[src/rtl/rlbp_pkg.sv]
// Shared defaults for the RLBP code buffer: code width, FIFO depth and the
// width of the FIFO fill-level count derived from the depth.
package rlbp_pkg;

    localparam int RLBP_CODE_W = 8;
    localparam int RLBP_DEPTH  = 8;
    localparam int RLBP_LVL_W  = $clog2(RLBP_DEPTH) + 1;

endpackage

[src/rtl/rlbp_sync_fifo.sv]
// Synchronous show-ahead FIFO. The head entry is always visible on rdata.
// full/empty come from the fill level. A push into a full FIFO is accepted
// only when a pop happens in the same cycle. A pop on an empty FIFO is ignored.
module rlbp_sync_fifo
    import rlbp_pkg::*;
#(
    parameter int DEPTH  = RLBP_DEPTH,
    parameter int CODE_W = RLBP_CODE_W
) (
    input  logic                      clk,
    input  logic                      rst_n,
    input  logic                      push,
    input  logic [CODE_W-1:0]         push_data,
    input  logic                      pop,
    output logic                      accepted,
    output logic [CODE_W-1:0]         rdata,
    output logic                      empty,
    output logic                      full,
    output logic [$clog2(DEPTH):0]    level
);

    localparam int PTR_W = $clog2(DEPTH);
    localparam int LVL_W = PTR_W + 1;

    logic [CODE_W-1:0] mem [DEPTH];
    logic [PTR_W-1:0]  wr_ptr;
    logic [PTR_W-1:0]  rd_ptr;
    logic              do_push;
    logic              do_pop;

    assign empty    = (level == '0);
    assign full     = (level == LVL_W'(DEPTH));
    // A pop frees a slot in the same cycle, so a full FIFO can still take a push.
    assign do_pop   = pop && !empty;
    assign do_push  = push && (!full || do_pop);
    assign accepted = do_push;
    assign rdata    = mem[rd_ptr];

    // Storage write; entries are cleared on reset so the head reads 0 after reset.
    always_ff @(posedge clk or negedge rst_n) begin
        if (!rst_n) begin
            for (int i = 0; i < DEPTH; i++) mem[i] <= '0;
        end else if (do_push) begin
            mem[wr_ptr] <= push_data;
        end
    end

    // Pointer and level bookkeeping. Pointers wrap naturally because DEPTH is a power of two.
    always_ff @(posedge clk or negedge rst_n) begin
        if (!rst_n) begin
            wr_ptr <= '0;
            rd_ptr <= '0;
            level  <= '0;
        end else begin
            if (do_push) wr_ptr <= wr_ptr + PTR_W'(1);
            if (do_pop)  rd_ptr <= rd_ptr + PTR_W'(1);
            case ({do_push, do_pop})
                2'b10:   level <= level + LVL_W'(1);
                2'b01:   level <= level - LVL_W'(1);
                default: level <= level;
            endcase
        end
    end

endmodule

[src/rtl/rlbp_code_buffer.sv]
// RLBP code buffer. Each group of CODE_W comparator samples is packed into one
// code, MSB first, and the code is pushed into a show-ahead FIFO. A frame-clear
// discards any partial code. A code dropped on a full FIFO raises a sticky
// overflow flag.
module rlbp_code_buffer
    import rlbp_pkg::*;
#(
    parameter int DEPTH  = RLBP_DEPTH,
    parameter int CODE_W = RLBP_CODE_W
) (
    input  logic                      clk,
    input  logic                      rst_n,
    input  logic                      cmp_i,
    input  logic                      cmp_valid_i,
    input  logic                      clr_i,
    input  logic                      pop_i,
    output logic [CODE_W-1:0]         code_o,
    output logic                      empty_o,
    output logic                      full_o,
    output logic [$clog2(DEPTH):0]    level_o,
    output logic                      code_done_o,
    output logic                      overflow_o,
    input  logic                      ovf_clr_i
);

    localparam int                BC_W    = $clog2(CODE_W);
    localparam logic [BC_W-1:0]   BC_LAST = BC_W'(CODE_W - 1);

    logic [CODE_W-2:0] sh;
    logic [BC_W-1:0]   bcnt;
    logic              push_req;
    logic [CODE_W-1:0] push_data;
    logic              accepted;
    logic              strobe;

    // A frame-clear wins over a coincident strobe, so that strobe adds no bit.
    assign strobe    = cmp_valid_i && !clr_i;
    assign push_req  = strobe && (bcnt == BC_LAST);
    assign push_data = {sh, cmp_i};

    // Assembler: shift in one bit per strobe; restart on completion or frame-clear.
    always_ff @(posedge clk or negedge rst_n) begin
        if (!rst_n) begin
            sh   <= '0;
            bcnt <= '0;
        end else if (clr_i || push_req) begin
            sh   <= '0;
            bcnt <= '0;
        end else if (cmp_valid_i) begin
            sh   <= {sh[CODE_W-3:0], cmp_i};
            bcnt <= bcnt + BC_W'(1);
        end
    end

    rlbp_sync_fifo #(
        .DEPTH  (DEPTH),
        .CODE_W (CODE_W)
    ) u_fifo (
        .clk       (clk),
        .rst_n     (rst_n),
        .push      (push_req),
        .push_data (push_data),
        .pop       (pop_i),
        .accepted  (accepted),
        .rdata     (code_o),
        .empty     (empty_o),
        .full      (full_o),
        .level     (level_o)
    );

    // Completion pulse appears together with the new FIFO contents.
    always_ff @(posedge clk or negedge rst_n) begin
        if (!rst_n) code_done_o <= 1'b0;
        else        code_done_o <= accepted;
    end

    // Sticky overflow. A drop in the same cycle as a clear leaves the flag set.
    always_ff @(posedge clk or negedge rst_n) begin
        if (!rst_n)                    overflow_o <= 1'b0;
        else if (push_req && !accepted) overflow_o <= 1'b1;
        else if (ovf_clr_i)             overflow_o <= 1'b0;
    end

endmodule

[config.mk]
export PLATFORM = sky130hd
export DESIGN_NAME = rlbp_code_buffer
export DESIGN_NICKNAME = d
export VERILOG_FILES = /design/src/rtl/rlbp_pkg.sv /design/src/rtl/rlbp_sync_fifo.sv /design/src/rtl/rlbp_code_buffer.sv
export SDC_FILE = /design/constraint.sdc
export NUM_CORES = 1
export LEC_CHECK = 0
export ABC_AREA = 1
export CELL_PAD_IN_SITES_DETAIL_PLACEMENT = 1
export CELL_PAD_IN_SITES_GLOBAL_PLACEMENT = 2
export CORE_MARGIN = 3
export CORE_UTILIZATION = 33
export DETAILED_ROUTE_END_ITERATION = 12
export GPL_TIMING_DRIVEN = 1
export HOLD_SLACK_MARGIN = 0.12
export PLACE_DENSITY = 0.78
export SYNTH_ARGS = -nofsm -noshare
export SYNTH_HDL_FRONTEND = slang
export SYNTH_HIERARCHICAL = 1
export SYNTH_SLANG_ARGS = --single-unit
[constraint.sdc]
create_clock -name clk -period 1.9 [get_ports clk]
set_clock_uncertainty 0.05 [all_clocks]
set_input_delay 0.38 -clock clk [delete_from_list [all_inputs] [get_ports clk]]
set_output_delay 0.38 -clock clk [all_outputs]
set_load 0.02 [all_outputs]
# [Word level (Yosys, flattened, before mapping)]
# Index checks and enable logic that the tools add are counted.
[word_totals] ff_bits=86 output_inout_bits=16 word_cells=58
[op_classes] magnitude_cmp=3 add_sub_neg=5 n_mux=13 n_bitwise=2 n_eq_ne=4 reduce_logical=16
[ops] op="bitwise mux 64 bit" n=1
[ops] op="binary-select mux 8 bit (select 3 bit)" n=1
[ops] op="demux 8 bit (select 3 bit)" n=1
[ops] op="two-way mux 8 bit" n=3
[ops] op="two-way mux 7 bit" n=2
[ops] op="adder 3 x 1 -> 3 bit, second input constant" n=3
[ops] op=">= comparator 4 bit, second input constant" n=2
[ops] op="inverter 3 -> 4 bit" n=2
[ops] op="case mux 4 bit (2 select lines)" n=1
[ops] op="logical AND 1 bit" n=6
[ops] op="two-way mux 3 bit" n=2
[ops] op="nonzero test 2 bit" n=3
[ops] op="adder 4 x 1 -> 4 bit, second input constant" n=1
[ops] op="equality test 4 bit, second input constant" n=1
[ops] op="logical NOT 1 bit" n=4
[ops] op="logical NOT 4 bit" n=1
[ops] op="less-than comparator 4 x 1 -> 1 bit, second input constant" n=1
[ops] op="subtractor 4 x 1 -> 4 bit, second input constant" n=1
[ops] op="equality test 3 bit, second input constant" n=1
[ops] op="equality test 2 x 1 -> 1 bit, second input constant" n=1
[ops] op="equality test 2 bit, second input constant" n=1
[ops] op="logical OR 1 bit" n=2
[ops] op="two-way mux 1 bit" n=2

# [Logic depth before layout (Yosys ltp)]
[logic_depth] depth_word=8 mapped_depth=15 ltp_nobuf=15

# [Hierarchy]
# Netlist, hierarchy kept.
[modules_own_cells] module="rlbp_sync_fifo" instances=1 cells_each=407 seq_area_each_um2=1851.8 area_per_inst_um2=3553.4
[modules_own_cells] module="rlbp_code_buffer" instances=1 cells_each=57 seq_area_each_um2=300.3 area_per_inst_um2=510.5

# [Least setup slack after synthesis]
# OpenSTA, ideal clock, no wires.
[synth_path] path_type="reg2reg" startpoint="register bcnt[0]" endpoint="register u_fifo.level[3]" path_buffers=0 path_stages_with_launch=15 t_required_ps=1737 arrival_time_ps=1900 setup_slack_ps=-163 cell_sequence="dfrtp_1 -> ha_1 -> ha_1 -> nand2_1 -> nor2_2 -> inv_1 -> nand3_1 -> inv_1 -> ha_1 -> a21oi_1 -> nand3_1 -> nand2_1 -> nand3_1 -> nand2_1 -> inv_1"
[synth_between] elab_chain_cells=5
[synth_lines] item="start: declaration" line="rlbp_code_buffer.sv:30" source="logic [BC_W-1:0] bcnt;"
[synth_lines] item="start signal: assignment" line="rlbp_code_buffer.sv:51" source="bcnt <= bcnt + BC_W'(1);"
[synth_lines] item="equality test 3 bit (*)" line="rlbp_code_buffer.sv:38" source="assign push_req = strobe && (bcnt == BC_LAST);"
[synth_lines] item="logical AND 1 bit (*)" line="rlbp_code_buffer.sv:38"
[synth_lines] item="via push_req" line="rlbp_code_buffer.sv:31" source="logic push_req;"
[synth_lines] item="logical AND 1 bit (*)" line="rlbp_sync_fifo.sv:35" source="assign do_push = push && (!full || do_pop);"
[synth_lines] item="equality test 2 x 1 -> 1 bit / equality test 2 bit (equally long branches)" line="rlbp_sync_fifo.sv:57" source="case ({do_push, do_pop})"
[synth_lines] item="case mux 4 bit (2 select lines) / nonzero test 2 bit (equally long branches)"
[synth_lines] item="end signal: assignment" line="rlbp_sync_fifo.sv:58" source="2'b10: level <= level + LVL_W'(1);"
[synth_lines] item="end signal: assignment" line="rlbp_sync_fifo.sv:59" source="2'b01: level <= level - LVL_W'(1);"
[synth_lines] item="end signal: assignment" line="rlbp_sync_fifo.sv:60" source="default: level <= level;"
[synth_lines] item="end: declaration" line="rlbp_sync_fifo.sv:19" source="output logic [$clog2(DEPTH):0] level"
# Mark *: on every way through the listed nets, which the timed path passes. The rest lies on a longest branch.
# A chain may end at the register's enable or synchronous reset.

# [Worst setup path after layout]
[layout_path] startpoint="register u_fifo.rd_ptr[0]" endpoint="output code_o[6]"
[layout_between] elab_chain_cells=4
[layout_lines] item="start: declaration" line="rlbp_sync_fifo.sv:27" source="logic [PTR_W-1:0] rd_ptr;"
[layout_lines] item="start signal: assignment" line="rlbp_sync_fifo.sv:56" source="if (do_pop) rd_ptr <= rd_ptr + PTR_W'(1);"
[layout_lines] item="inverter 3 -> 4 bit (not written as such)" line="rlbp_sync_fifo.sv:37" source="assign rdata = mem[rd_ptr];"
[layout_lines] item="binary-select mux 8 bit (select 3 bit)" line="rlbp_sync_fifo.sv:37"
[layout_lines] item="two-way mux 8 bit (not written as such) (2 in a row)" line="rlbp_sync_fifo.sv:37"
[layout_lines] item="end: declaration" line="rlbp_code_buffer.sv:17" source="output logic [CODE_W-1:0] code_o,"
# No other way between the ends. The select of a mux whose other input is x is not followed.

==> results.yml <==
grt:
  grt_pass1_vias: 3440
  grt_antenna_before_repair: 0
  grt_pass1_wl_um: 18100
  track_usage: 0.171
  overflow: 0
  grt_max_degree: 87
routing:
  postRouteAntennaNets: 0
  drt-initial-drc-count: 130
  route.detailed.drc: 0
  wl_met3_um: 268
  routed.top_layer: "met4"
  wl_met2_um: 5440
  routed_via_density: 5.00
  wirelength_um: 10800
  avgRoutedWirePerCell_um: 16.3
  num_vias: 3307
  firstDrtPassIters: 4
  m1WireLength_um: 4950
layout:
  antennaDiodeCount: 0
  seqCellArea_sq_um: 2150
  multi_input_area_sq_um: 1850
  syn2layout_area_growth_pct: 27.4
  num-nets-final: 528
  fillCellCount: 1394
  drive_gt1_frac: 0.208
critical_path:
  critPathLaunchType: "register"
  arrival_ns: 1.71
  slowest_stage: "dfrtp_2"
  crit_fanout: 10
  crit_path_frequent_cell: "nand2_1"
  worst_path_dominant_cell_family: "flip-flops"
  reg2reg_slack_ns: -0.07
  crit_path_max_incr_delay_ns: 0.46
  critPathKind: "register to output pin"
  crit_chain: "buf_8 -> mux2i_2 -> o22ai_1 -> nand2_1 -> nand2_1 -> clkdlybuf4s15_2"
  end_kind: "output pin"
  cp_data_required_time_ns: 1.47
  critPathBufInv: 2
logic_synthesis:
  synth-seq-area-share: 0.530
  synth.distinct_cells: 27
  yosys-top-cells-area: "dfrtp_1 53%, nand2_1 12%, o21ai_1 6.2%"
  synth_largest_area_cell: "dfrtp_1"
  syn_avg_cell_area_sq_um: 8.76
  synthCells: 464
  yosysTopAreaCellShare: 0.530
  netlist_area_sq_um: 4060
  synth-seq-cells: 86
  yosysWarnings: 6
  syn-num-nets: 478
pwr:
  power_frac_seq: 0.318
  power.internal_mw: 4.06
  switching_share: 0.358
  p_leak_nw: 2.36
  power_density_nw_per_um2: 1220
  p_switching_mw: 2.27
  clkPwrFrac: 0.280
  pwr-share-comb: 0.401
  vdd_drop_max_mv: 0.624
clock_tree:
  ctsRootBufferMaster: "clkbuf_16"
  h-tree-depth: 3
  clk_path_buf_depth: 2
  cts.clk_slew.worst_paths_ns: 0.07
  clock_latency_ns: 0.34
  cts_tree: "yes"
  cts_inserted_buffers: 9
  cts.sinks: 86
sta:
  fmax_mhz: 467
  rsz0062_at_grt: "yes"
  tightestPinTransition_ns: 0.521
  finalHoldViolations: 0
  fin_setup_tns_ns: -1.28
  hold_ws_ns: 0.435
  setup_viol: 10
  fin_crit_ns: 2.14
  relSlewSlack: 0.652
  slew_violations: 0
  fin_crit_sh: 1.13
  setup_ws_ns: -0.242
placement:
  port_buffers: 22
  place_congestion: 0.766
  dp.final_hpwl_um: 7260
die:
  die-area_sq_um: 13700
  io_pins: 23
  die_w_um: 117
  fp-row-count: 39
  start_util: 0.347
  die_h_um: 117
  core_area_sq_um: 11700
status:
  status: "finished with violations"
  violations: "setup timing"
worst_hold_path:
  min_path_type: "register to register"
run:
  drv_cap: 0
## metal layers
metal,vias up,GRT usage
li1,1619,-
met1,1647,0.228
met2,31,0.285
met3,10,0.0324
met4,0,0.0459
met5,-,0
## cell type report
type,instances,share of cell area
Clock buffer,9,0.0435
Sequential cell,86,0.416
Clock inverter,7,0.0143
Multi-Input combinational cell,331,0.358
Timing Repair Buffer,57,0.110
Inverter,29,0.0234
Tap cell,143,0.0346
## kinds of logic after synthesis
logic type / Yosys count / synth area share
AND/OR/NAND/NOR: 191 / 0.201
AO/OA/AOI/OAI: 117 / 0.147
flip-flops: 86 / 0.530
buffers and inverters: 48 / 0.0640
multiplexers: 9 / 0.0225
adder cells (fa/ha/maj): 7 / 0.0234
XOR/XNOR: 6 / 0.0129
## registers in the layout, summed over array words and instances (netlist names)
signal	count
u_fifo/mem	64
sh	7
u_fifo/level	4
bcnt	3
u_fifo/rd_ptr	3
u_fifo/wr_ptr	3
code_done_o	1
overflow_o	1
## synthesized netlist by cell type (all sizes together)
| master | number |
|---|---|
| inv | 28 |
| nand3 | 8 |
| mux2 | 1 |
| xnor2 | 1 |
| a21oi | 11 |
| clkbuf | 6 |
| o22ai | 8 |
| buf | 13 |
| xor2 | 5 |
| clkinv | 1 |
| mux2i | 8 |
| nand2 | 137 |
| o21ai | 98 |
| nor2 | 45 |
| ha | 6 |
| nand4 | 1 |
| fa | 1 |
| dfrtp | 86 |
## through the flow
step | area (sq um) | power, mW | utilization | setup WS [ns] | instances
2_1_floorplan | 4100 | 3.31 | - | 0.000322 | 464
3_3_place_gp | 4620 | 4.29 | 0.395 | -0.257 | 639
6_report | 5180 | 6.33 | 0.442 | -0.242 | 662
3_5_place_dp | 4620 | 4.34 | 0.395 | -0.344 | 639
5_1_grt | 5180 | 6.76 | 0.442 | -0.310 | 662
4_1_cts | 4980 | 6.12 | 0.425 | -0.258 | 659
## path summary, 6_finish.rpt
kind | from | to | depth (start not counted)
setup reg to reg | bcnt[0] | u_fifo/level[3] | 14
hold / removal | overflow_o | overflow_o | 2
max in group asynchronous | rst_n | u_fifo/rd_ptr[0] | 3
hold reg to reg | overflow_o | overflow_o | 2
setup / recovery | u_fifo/rd_ptr[0] | code_o[6] | 6
min in group asynchronous | rst_n | u_fifo/mem[17] | 3
## worst reg2reg max path, stage by stage, from the launching register on
cell and delay [ns]:
dfrtp_1 0.39, ha_2 0.20, ha_4 0.16, nand2_4 0.06
nor2_4 0.04, inv_2 0.07, nand3_4 0.09, inv_4 0.09
ha_4 0.22, a21oi_4 0.15, nand3_2 0.09, nand2_2 0.10
nand3_2 0.07, nand2_1 0.06, inv_1 0.03
## power groups by stage
stage | Clock (mW) | Sequential [mW] | Combinational (mW)
finish | 1.78 | 2.02 | 2.54
CTS | 1.83 | 2.00 | 2.29
global route | 1.92 | 2.03 | 2.81
global placement | 0 | 2.02 | 2.27
detailed placement | 0 | 2.02 | 2.32
floorplan | 0 | 2.10 | 1.21
## placed cells by master (no fill, tap or decap), types with 4 or more instances in the layout
cell type	synthesis	final
a21oi_1	11	9
o21ai_0	48	39
o22ai_1	8	8
dfrtp_1	86	85
clkdlybuf4s50_1	0	7
nor2_1	43	40
nand2_8	3	4
nand2_2	2	6
xor2_1	5	5
buf_6	7	6
buf_12	1	6
nand2_1	129	122
mux2i_1	8	4
o21ai_1	50	58
nand2_4	3	6
clkbuf_16	0	9
inv_1	26	23
buf_4	2	26
## timing repair
action	in CTS	in global routing
cloned	0	1
endpoints found under the hold margin	86	0
hold buffers	1	0
setup buffers	3	3
pin swaps	6	9
setup endpoints to repair	16	70
resized for setup	52	57
Note: power is estimated with default switching activity, not from simulation.
